### config.mk
export PLATFORM = sky130hd
export DESIGN_NAME = status_init_ctrl
export DESIGN_NICKNAME = d
export VERILOG_FILES = /design/src/rtl/status_init_ctrl.sv
export SDC_FILE = /design/constraint.sdc
export NUM_CORES = 1
export LEC_CHECK = 0
export ABC_AREA = 1
export CAP_MARGIN = 10
export CORE_MARGIN = 2
export CORE_UTILIZATION = 45
export CTS_CLUSTER_DIAMETER = 100
export CTS_CLUSTER_SIZE = 40
export DETAILED_ROUTE_END_ITERATION = 8
export GPL_TIMING_DRIVEN = 0
export PLACE_DENSITY = 0.84
export SLEW_MARGIN = 20
export SYNTH_ARGS = -nofsm -noshare
export SYNTH_HDL_FRONTEND = slang
export SYNTH_SLANG_ARGS = --single-unit
### constraint.sdc
create_clock -name gated_clk -period 1.8 [get_ports gated_clk]
set_input_delay 0.18 -clock gated_clk [delete_from_list [all_inputs] [get_ports gated_clk]]
set_output_delay 0.18 -clock gated_clk [all_outputs]
set_load 0.005 [all_outputs]
### src/rtl/status_init_ctrl.sv
// status_init_ctrl: clears every status row after reset, then forwards upstream requests through one output register.
//
// Ports:
//   gated_clk, arst_n                 clock, asynchronous active-low reset
//   i_halt                            freezes all state while high
//   i_valid/o_ready + i_tag..i_wmask  upstream request handshake and fields
//   o_valid/i_ready + o_tag..o_wmask  registered request to the status array
//   i_flush                           re-initialise request, honoured only with STATUS_INIT_FLUSH_EN defined
//   o_init_done                       high once every row has been cleared
//
// Build option: define STATUS_INIT_FLUSH_EN to let i_flush restart the clear sweep from RUN.
module status_init_ctrl #(
    parameter int TAG_WIDTH  = 1,
    parameter int ADDR_WIDTH = 4,
    parameter int ROW_WIDTH  = 8,
    parameter int NUM_BLOCKS = 8,
    parameter int NUM_ROWS   = 16
) (
    input  logic                  gated_clk,
    input  logic                  arst_n,
    input  logic                  i_halt,
    input  logic [TAG_WIDTH-1:0]  i_tag,
    input  logic [ADDR_WIDTH-1:0] i_addr,
    input  logic [ROW_WIDTH-1:0]  i_data,
    input  logic                  i_wen,
    input  logic [NUM_BLOCKS-1:0] i_wmask,
    input  logic                  i_valid,
    output logic                  o_ready,
    input  logic                  i_flush,
    output logic [TAG_WIDTH-1:0]  o_tag,
    output logic [ADDR_WIDTH-1:0] o_addr,
    output logic [ROW_WIDTH-1:0]  o_data,
    output logic                  o_wen,
    output logic [NUM_BLOCKS-1:0] o_wmask,
    output logic                  o_valid,
    input  logic                  i_ready,
    output logic                  o_init_done
);
    typedef enum logic {INIT, RUN} state_t;
    state_t                state_q, state_d;
    logic [ADDR_WIDTH-1:0] cnt_q, cnt_d;
    logic [TAG_WIDTH-1:0]  tag_q, tag_d;
    logic [ADDR_WIDTH-1:0] addr_q, addr_d;
    logic [ROW_WIDTH-1:0]  data_q, data_d;
    logic                  wen_q, wen_d;
    logic [NUM_BLOCKS-1:0] wmask_q, wmask_d;
    logic                  valid_q, valid_d;
    logic                  load, flush, last_row, accept;
    // The output register advances only when it is empty or being drained.
    assign load     = ~i_halt & (~valid_q | i_ready);
    assign last_row = cnt_q == ADDR_WIDTH'(NUM_ROWS - 1);
`ifdef STATUS_INIT_FLUSH_EN
    logic flush_pend_q, flush_pend_d;
    // A flush seen while the output is stalled is remembered until the next load.
    assign flush        = (state_q == RUN) & (i_flush | flush_pend_q);
    assign flush_pend_d = i_halt ? flush_pend_q : flush & ~load;
    always_ff @(posedge gated_clk or negedge arst_n) begin
        if (!arst_n) flush_pend_q <= 1'b0;
        else flush_pend_q <= flush_pend_d;
    end
`else
    logic unused_flush;
    assign unused_flush = i_flush;
    assign flush        = 1'b0;
`endif
    always_ff @(posedge gated_clk or negedge arst_n) begin
        if (!arst_n) begin
            state_q <= INIT;
            cnt_q   <= '0;
            tag_q   <= '0;
            addr_q  <= '0;
            data_q  <= '0;
            wen_q   <= 1'b0;
            wmask_q <= '0;
            valid_q <= 1'b0;
        end else begin
            state_q <= state_d;
            cnt_q   <= cnt_d;
            tag_q   <= tag_d;
            addr_q  <= addr_d;
            data_q  <= data_d;
            wen_q   <= wen_d;
            wmask_q <= wmask_d;
            valid_q <= valid_d;
        end
    end
    always_comb begin
        state_d = state_q;
        cnt_d   = cnt_q;
        if (load && state_q == INIT) begin
            cnt_d   = last_row ? '0 : cnt_q + 1'b1;
            state_d = last_row ? RUN : INIT;
        end else if (load && flush) begin
            state_d = INIT;
            cnt_d   = '0;
        end
    end
    always_comb begin
        o_ready = (state_q == RUN) & load & ~flush;
        accept  = i_valid & o_ready;
        tag_d   = tag_q;
        addr_d  = addr_q;
        data_d  = data_q;
        wen_d   = wen_q;
        wmask_d = wmask_q;
        valid_d = valid_q;
        if (load && state_q == INIT) begin
            valid_d = 1'b1;
            wen_d   = 1'b1;
            wmask_d = '1;
            data_d  = '0;
            tag_d   = '0;
            addr_d  = cnt_q;
        end else if (load) begin
            valid_d = accept;
            if (accept) begin
                tag_d   = i_tag;
                addr_d  = i_addr;
                data_d  = i_data;
                wen_d   = i_wen;
                wmask_d = i_wmask;
            end
        end
    end
    assign o_tag       = tag_q;
    assign o_addr      = addr_q;
    assign o_data      = data_q;
    assign o_wen       = wen_q;
    assign o_wmask     = wmask_q;
    assign o_valid     = valid_q;
    assign o_init_done = state_q == RUN;
endmodule
; ---- Word-level counts from Yosys, hierarchy flattened
; Cells that the tools add are included.
[totals]
ff_bits = 28
input_bits = 28
output_inout_bits = 25
wordCells = 40
[op_classes]
n_addsub = 1
n_eq_ne = 1
muxes = 19
bitwise = 7
n_reduce_logical = 4
[ops]
columns = cell, count
row1 = 8-bit two-way mux, 6
row2 = 4-bit two-way mux, 4
row3 = 1-bit two-way mux, 9
row4 = 4-bit by 1-bit adder with 4-bit output (second input constant), 1
row5 = 4-bit == test (second input constant), 1
row6 = 2-bit nonzero test, 2
row7 = 1-bit AND, 3
row8 = 1-bit NOT, 3
row9 = 2-bit AND reduction, 1
row10 = 1-bit logical AND, 1
row11 = 1-bit OR, 1

; ---- Logic depth before layout (Yosys ltp)
; Gate-level depths: netlist of run 1.
[depth]
depth_word = 8
depth_mapped = 8
depth_no_buf = 7

; ---- Worst setup path before layout of run 1
; Ideal clock, no wire load.
[synth_timing]
path_type = reg-to-reg
from = register valid_q, in the netlist o_valid
to = register data_q[0], in the netlist o_data[0]
setup_time_ns = 0.116
t_arrival_ns = 0.971
required_ns = 1.684
slack_ns = 0.712
path_stages_with_launch = 8
path_buffers = 1
synth_period_minus_slack_ns = 1.088
path_cell_list = dfrtp_1 -> nand2_4 -> nand3_4 -> nand2_4 -> inv_2 -> buf_6 -> nand2_1 -> nand2_1
[synth_via]
elab_chain_len = 7
elab_cells_between_ends = 10
cone_classes = mux (1) / bitwise (5) / reduce/logical (4)
[synth_lines]
columns = element, line_no
row1 = from (decl), 47  ; logic valid_q, valid_d;
row2 = from (signal assigned), 84  ; valid_q <= valid_d;
row3 = 1-bit NOT *, 50  ; assign load = ~i_halt & (~valid_q | i_ready);
row4 = 1-bit OR *, 50
row5 = 1-bit AND *, 50
row6 = 1-bit AND, 99  ; o_ready = (state_q == RUN) & load & ~flush;
row7 = 1-bit AND, 100  ; accept = i_valid & o_ready;
row8 = 2-bit nonzero test (no line), --
row9 = 2-bit AND reduction (no line), --
row10 = to (signal assigned), 81  ; data_q <= data_d;
row11 = to (decl), 44  ; logic [ROW_WIDTH-1:0] data_q, data_d;
; Mark *: on every way between the ends. The rest lies on a longest branch, timed or not.
; A chain may end at the register's enable or synchronous reset.

; ---- Worst setup path in the final report of run 1
[layout_timing]
from = register valid_q, in the netlist o_valid
to = output o_valid
[layout_lines]
columns = element, line_no
row1 = to (decl), 35  ; output logic o_valid,
; No word-level cell between the ends.

==> impl_metrics.json, run 1 <==
{
  "nNetsFinal": 227,
  "die_area_um2": 3220,
  "grt_pass1_wl_mm": 5.18,
  "power.leakage_nw": 0.906,
  "syn2layout_area_growth_pct": 47.4,
  "die_h_um": 56.8,
  "wl_per_cell_um": 13.8,
  "clk_pin_slew_worst_paths_ps": 150,
  "fin_skew_ps": 10.2,
  "cp.arrival_ps": 1380,
  "overflow": 0,
  "ant_nets": 0,
  "num_vias": 1165,
  "synthCells": 141,
  "initial_utilization_pct": 46.2,
  "gr-usage-all-layers_pct": 20.6,
  "grt_pass1_vias": 1166,
  "post_synth_num_cell_types": 16,
  "dp_hpwl_mm": 2.35,
  "cts_max_path_buffers": 2,
  "final_common_cell": "nand2_1",
  "dr.pass1.iters": 4,
  "fmax_ghz": 0.639,
  "worstSetupStartpointType": "flip-flop",
  "cts_root_buf": "clkbuf_4",
  "io_buffers": 50,
  "synthesis.nets": 170,
  "drtIter0Drc": 54,
  "max_slew_margin_pct": 59.5,
  "ys_ff_latch": 28,
  "cts_buffers": 3,
  "antenna_found_initial": 0,
  "synthesis.area_um2": 1250,
  "tightest_slew_ps": 607,
  "total_power_mw": 1.48,
  "diodes": 0,
  "top_level_ports": 53,
  "core_area_um2": 2710,
  "post-place-ws_ps": 79.5,
  "setup_slack_ps": 235,
  "status": "complete, no violations",
  "endpoint_kind": "primary output",
  "cts_tree": "done",
  "routabilityCongestion": 0.838,
  "fin_crit_ps": 1560,
  "rows": 19,
  "via_per_inst": 5.11,
  "ys_seq_area_share_pct": 55.9,
  "mostFrequentLayoutCells": "nand2_1, clkdlybuf4s50_1, dfrtp_1, nand3_1, inv_1",
  "drcViolationCount": 0,
  "clock_sinks": 28,
  "report.final.setup_viol": 0,
  "clock_latency_ps": 330,
  "grt_max_degree": 29,
  "avgSynthCellArea_um2": 8.88,
  "maxCapViolCount": 0,
  "drive_above_1_share_pct": 10.2,
  "htreeDepth": 1,
  "final_util_pct": 68.1,
  "wl_mm": 3.15,
  "final.period_utilization_pct": 86.9,
  "finalMaxSlewViolations": 0,
  "hold_violations": 0,
  "worstPathMaxFanout": 2,
  "power_density_nw_per_um2": 801,
  "ir_drop_v": 0.000687,
  "hold_class": "in2reg",
  "die-width_um": 56.8,
  "crit_type": "reg2out",
  "yosys_warnings": 0,
  "critPathRequiredTime_ps": 1620,
  "fin_setup_tns_ps": 0,
  "rsz0062_at_grt": "no"
}
final timing paths:
| check | end | slack, ps | startpoint | cells past startpoint |
|---|---|---|---|---|
| worst max register to register | o_data[1] | 590 | o_init_done | 7 |
| worst min-delay path | o_wmask[7] | 170 | i_valid | 3 |
| min in group asynchronous | o_addr[3] | 370 | arst_n | 2 |
| max in group asynchronous | o_wmask[3] | 1030 | arst_n | 2 |
| worst max-delay path | o_valid | 240 | o_valid | 2 |
| worst min register to register | o_data[7] | 490 | o_data[7] | 2 |
cell type report:
cell class	count	area [um^2]
clock buffer	4	36.3
timing repair buffer	52	515
inverter	11	41.3
multi-input combinational	97	472
buffer	5	41.3
sequential	28	701
tap	31	38.8
fill	226	865
sequential cells by signal, indices dropped and copies added, names as in the netlist:
name,cells
o_tag,1
o_addr,4
o_valid,1
o_data,8
o_wen,1
cnt_q,4
o_wmask,8
o_init_done,1
power by group:
part | total [mW] | internal, mW | switching [mW]
Clock | 0.307 | 0.124 | 0.183
Sequential | 0.764 | 0.715 | 0.0491
Combinational | 0.407 | 0.256 | 0.151
timing repair:
action / in CTS / in global routing
hold buffers: 1 / 0
endpoints found under the hold margin: 28 / 0
endpoints found under the setup margin: 1 / 1
resized for setup: 1 / 1
buffers inserted: 1 / 0
critical path, stage by stage (launching register included):
cell and delay, ps:
dfrtp_1 420, buf_4 140, clkdlybuf4s50_1 500
logic make-up after synthesis:
kind of cell | synth area share, %
adder cells (fa/ha/maj) | 0.999
XOR/XNOR | 0.699
AND/OR/NAND/NOR | 33.8
flip-flops | 55.9
AO/OA/AOI/OAI | 2.00
buffers and inverters | 6.59
synthesized netlist by cell type:
cell	n	area share, %
nor3_1	2	0.80
inv_2	3	0.90
nand2_1	51	15
nor2_1	5	1.5
buf_4	4	2.4
nand3_1	24	9.6
nand4_1	3	1.5
nand2_4	2	1.8
nand3_4	2	2.8
o21ai_0	5	2.0
inv_1	8	2.4
dfrtp_1	28	56
buf_6	1	0.90
xnor2_1	1	0.70
nor2_2	1	0.50
ha_1	1	1.0
per-layer routing:
layer  up-vias  share of wire, %  global-route usage (%)
li1        564                 -                       -
met1       556                42                    26.2
met2        40                53                    35.2
met3         5               3.9                    2.53
met4         0               1.5                    8.64
met5         -                 0                       0
stage by stage:
step           hold WS [ps]  instances  area, um^2
2_1_floorplan          -116        141        1250
3_3_place_gp            456        222        1790
3_5_place_dp            229        222        1790
4_1_cts                 169        228        1840
5_1_grt                 174        228        1850
6_report                172        228        1850
Power figures use the tool's default switching activity.
==> run 2, diff against run 1 <==
--- a/config.mk
+++ b/config.mk
@@ -14,7 +14,7 @@
 export DETAILED_ROUTE_END_ITERATION = 8
 export GPL_TIMING_DRIVEN = 0
 export PLACE_DENSITY = 0.84
-export SLEW_MARGIN = 20
+export SLEW_MARGIN = 10
 export SYNTH_ARGS = -nofsm -noshare
 export SYNTH_HDL_FRONTEND = slang
 export SYNTH_SLANG_ARGS = --single-unit
==> impl_metrics.json, run 2 (synthesized netlist as in run 1, its figures left out) <==
{
  "final.period_utilization_pct": 86.2,
  "critPathRequiredTime_ps": 1620,
  "drive_above_1_share_pct": 9.69,
  "initial_utilization_pct": 46.2,
  "fin_setup_tns_ps": 0,
  "cts_buffers": 3,
  "drcViolationCount": 0,
  "fmax_ghz": 0.645,
  "tightest_slew_ps": 611,
  "diodes": 0,
  "overflow": 0,
  "fin_crit_ps": 1550,
  "nNetsFinal": 227,
  "critPathSlowestCell": "clkdlybuf4s50_1",
  "antenna_found_initial": 0,
  "clock_sinks": 28,
  "status": "complete, no violations",
  "die_h_um": 56.8,
  "grt_pass1_vias": 1156,
  "htreeDepth": 1,
  "wl_mm": 3.12,
  "dr.pass1.iters": 4,
  "wl_per_cell_um": 13.7,
  "die-width_um": 56.8,
  "fin_skew_ps": 6.55,
  "io_buffers": 50,
  "ant_nets": 0,
  "mostFrequentLayoutCells": "nand2_1, clkdlybuf4s50_1, dfrtp_1, nand3_1, inv_1",
  "ir_drop_v": 0.000665,
  "syn2layout_area_growth_pct": 46.3,
  "worstSetupStartpointType": "flip-flop",
  "report.final.setup_viol": 0,
  "dp_hpwl_mm": 2.34,
  "cpPeakStageDelay_ps": 500,
  "gr-usage-all-layers_pct": 20.8,
  "die_area_um2": 3220,
  "hold_violations": 0,
  "placed_cells": 222,
  "core_area_um2": 2710,
  "max_slew_margin_pct": 59.3,
  "rsz0062_at_grt": "no",
  "crit_type": "reg2out",
  "clock_latency_ps": 320,
  "routabilityCongestion": 0.838,
  "cts_root_buf": "clkbuf_4",
  "cp.arrival_ps": 1370,
  "cts_max_path_buffers": 2,
  "drtIter0Drc": 37,
  "maxCapViolCount": 0,
  "clk_pin_slew_worst_paths_ps": 140,
  "hold_class": "in2reg",
  "endpoint_kind": "primary output",
  "cts_tree": "done",
  "final_common_cell": "nand2_1",
  "worstPathMaxFanout": 2,
  "via_per_inst": 5.13,
  "final_cell_count_no_fill": 227,
  "rows": 19,
  "num_vias": 1165,
  "power.leakage_nw": 0.899,
  "power_density_nw_per_um2": 774,
  "grt_max_degree": 29,
  "finalMaxSlewViolations": 0,
  "top_level_ports": 53,
  "cp_cell_sequence": "buf_4, clkdlybuf4s50_1",
  "grt_pass1_wl_mm": 5.22
}
## run 2: cell types whose count changed in the layout (fill, tap and decap cells not counted), sizes merged
cell    before  now
clkbuf       4    3
## run 2: final cells by class
type,instances,area [um^2]
Sequential cell,28,701
Buffer,5,41.3
Inverter,11,41.3
Tap cell,31,38.8
Multi-Input combinational cell,97,472
Fill cell,228,878
Clock buffer,3,22.5
Timing Repair Buffer,52,515
## run 2: power by group
group | switching [mW] | internal (mW) | total [mW]
Clock | 0.170 | 0.0784 | 0.248
Combinational | 0.148 | 0.256 | 0.404
Sequential | 0.0509 | 0.715 | 0.766
Total | 0.369 | 1.05 | 1.42
## run 2: timing repair
action	CTS	global route
hold buffers	0	1
gates resized for setup	1	1
setup buffers	1	0
cloned	0	0
endpoints found under the hold margin	0	28
endpoints found under the setup margin	1	1
## run 2: layer usage
metal | wire length (um) | GRT usage, % | up-vias
li1 | - | - | 562
met1 | 1310 | 26.6 | 541
met2 | 1570 | 34.9 | 54
met3 | 166 | 2.30 | 8
met4 | 75 | 10.6 | 0
met5 | 0 | 0 | -
## run 2: worst max-delay path, delay by kind of cell (launching register included)
family / cells / cell delay (ps)
buffers and inverters: 2 / 630
flip-flops: 1 / 420
## run 2: path summary, 6_finish.rpt
check	startpoint	cells after the start	slack [ps]	to
max in group asynchronous	arst_n	2	1010	o_wmask[3]
worst min register to register	o_data[6]	2	490	o_data[6]
worst max register to register	o_init_done	7	590	o_data[1]
worst max-delay path	o_valid	2	250	o_valid
min in group asynchronous	arst_n	2	390	o_addr[3]
worst min-delay path	i_valid	3	180	o_wmask[2]
## run 2: metrics by stage
step           area, um^2  total power, mW  hold WS, ps  utilization, %  setup slack [ps]
6_report             1830             1.42          185            67.6               249
5_1_grt              1830             1.51          183            67.6               197
4_1_cts              1820             1.43          182            67.3              21.8
3_5_place_dp         1790             1.18          463            66.1              87.3
3_3_place_gp         1790             1.17          456            66.1              99.9
2_1_floorplan        1250            0.904         -116               -               712
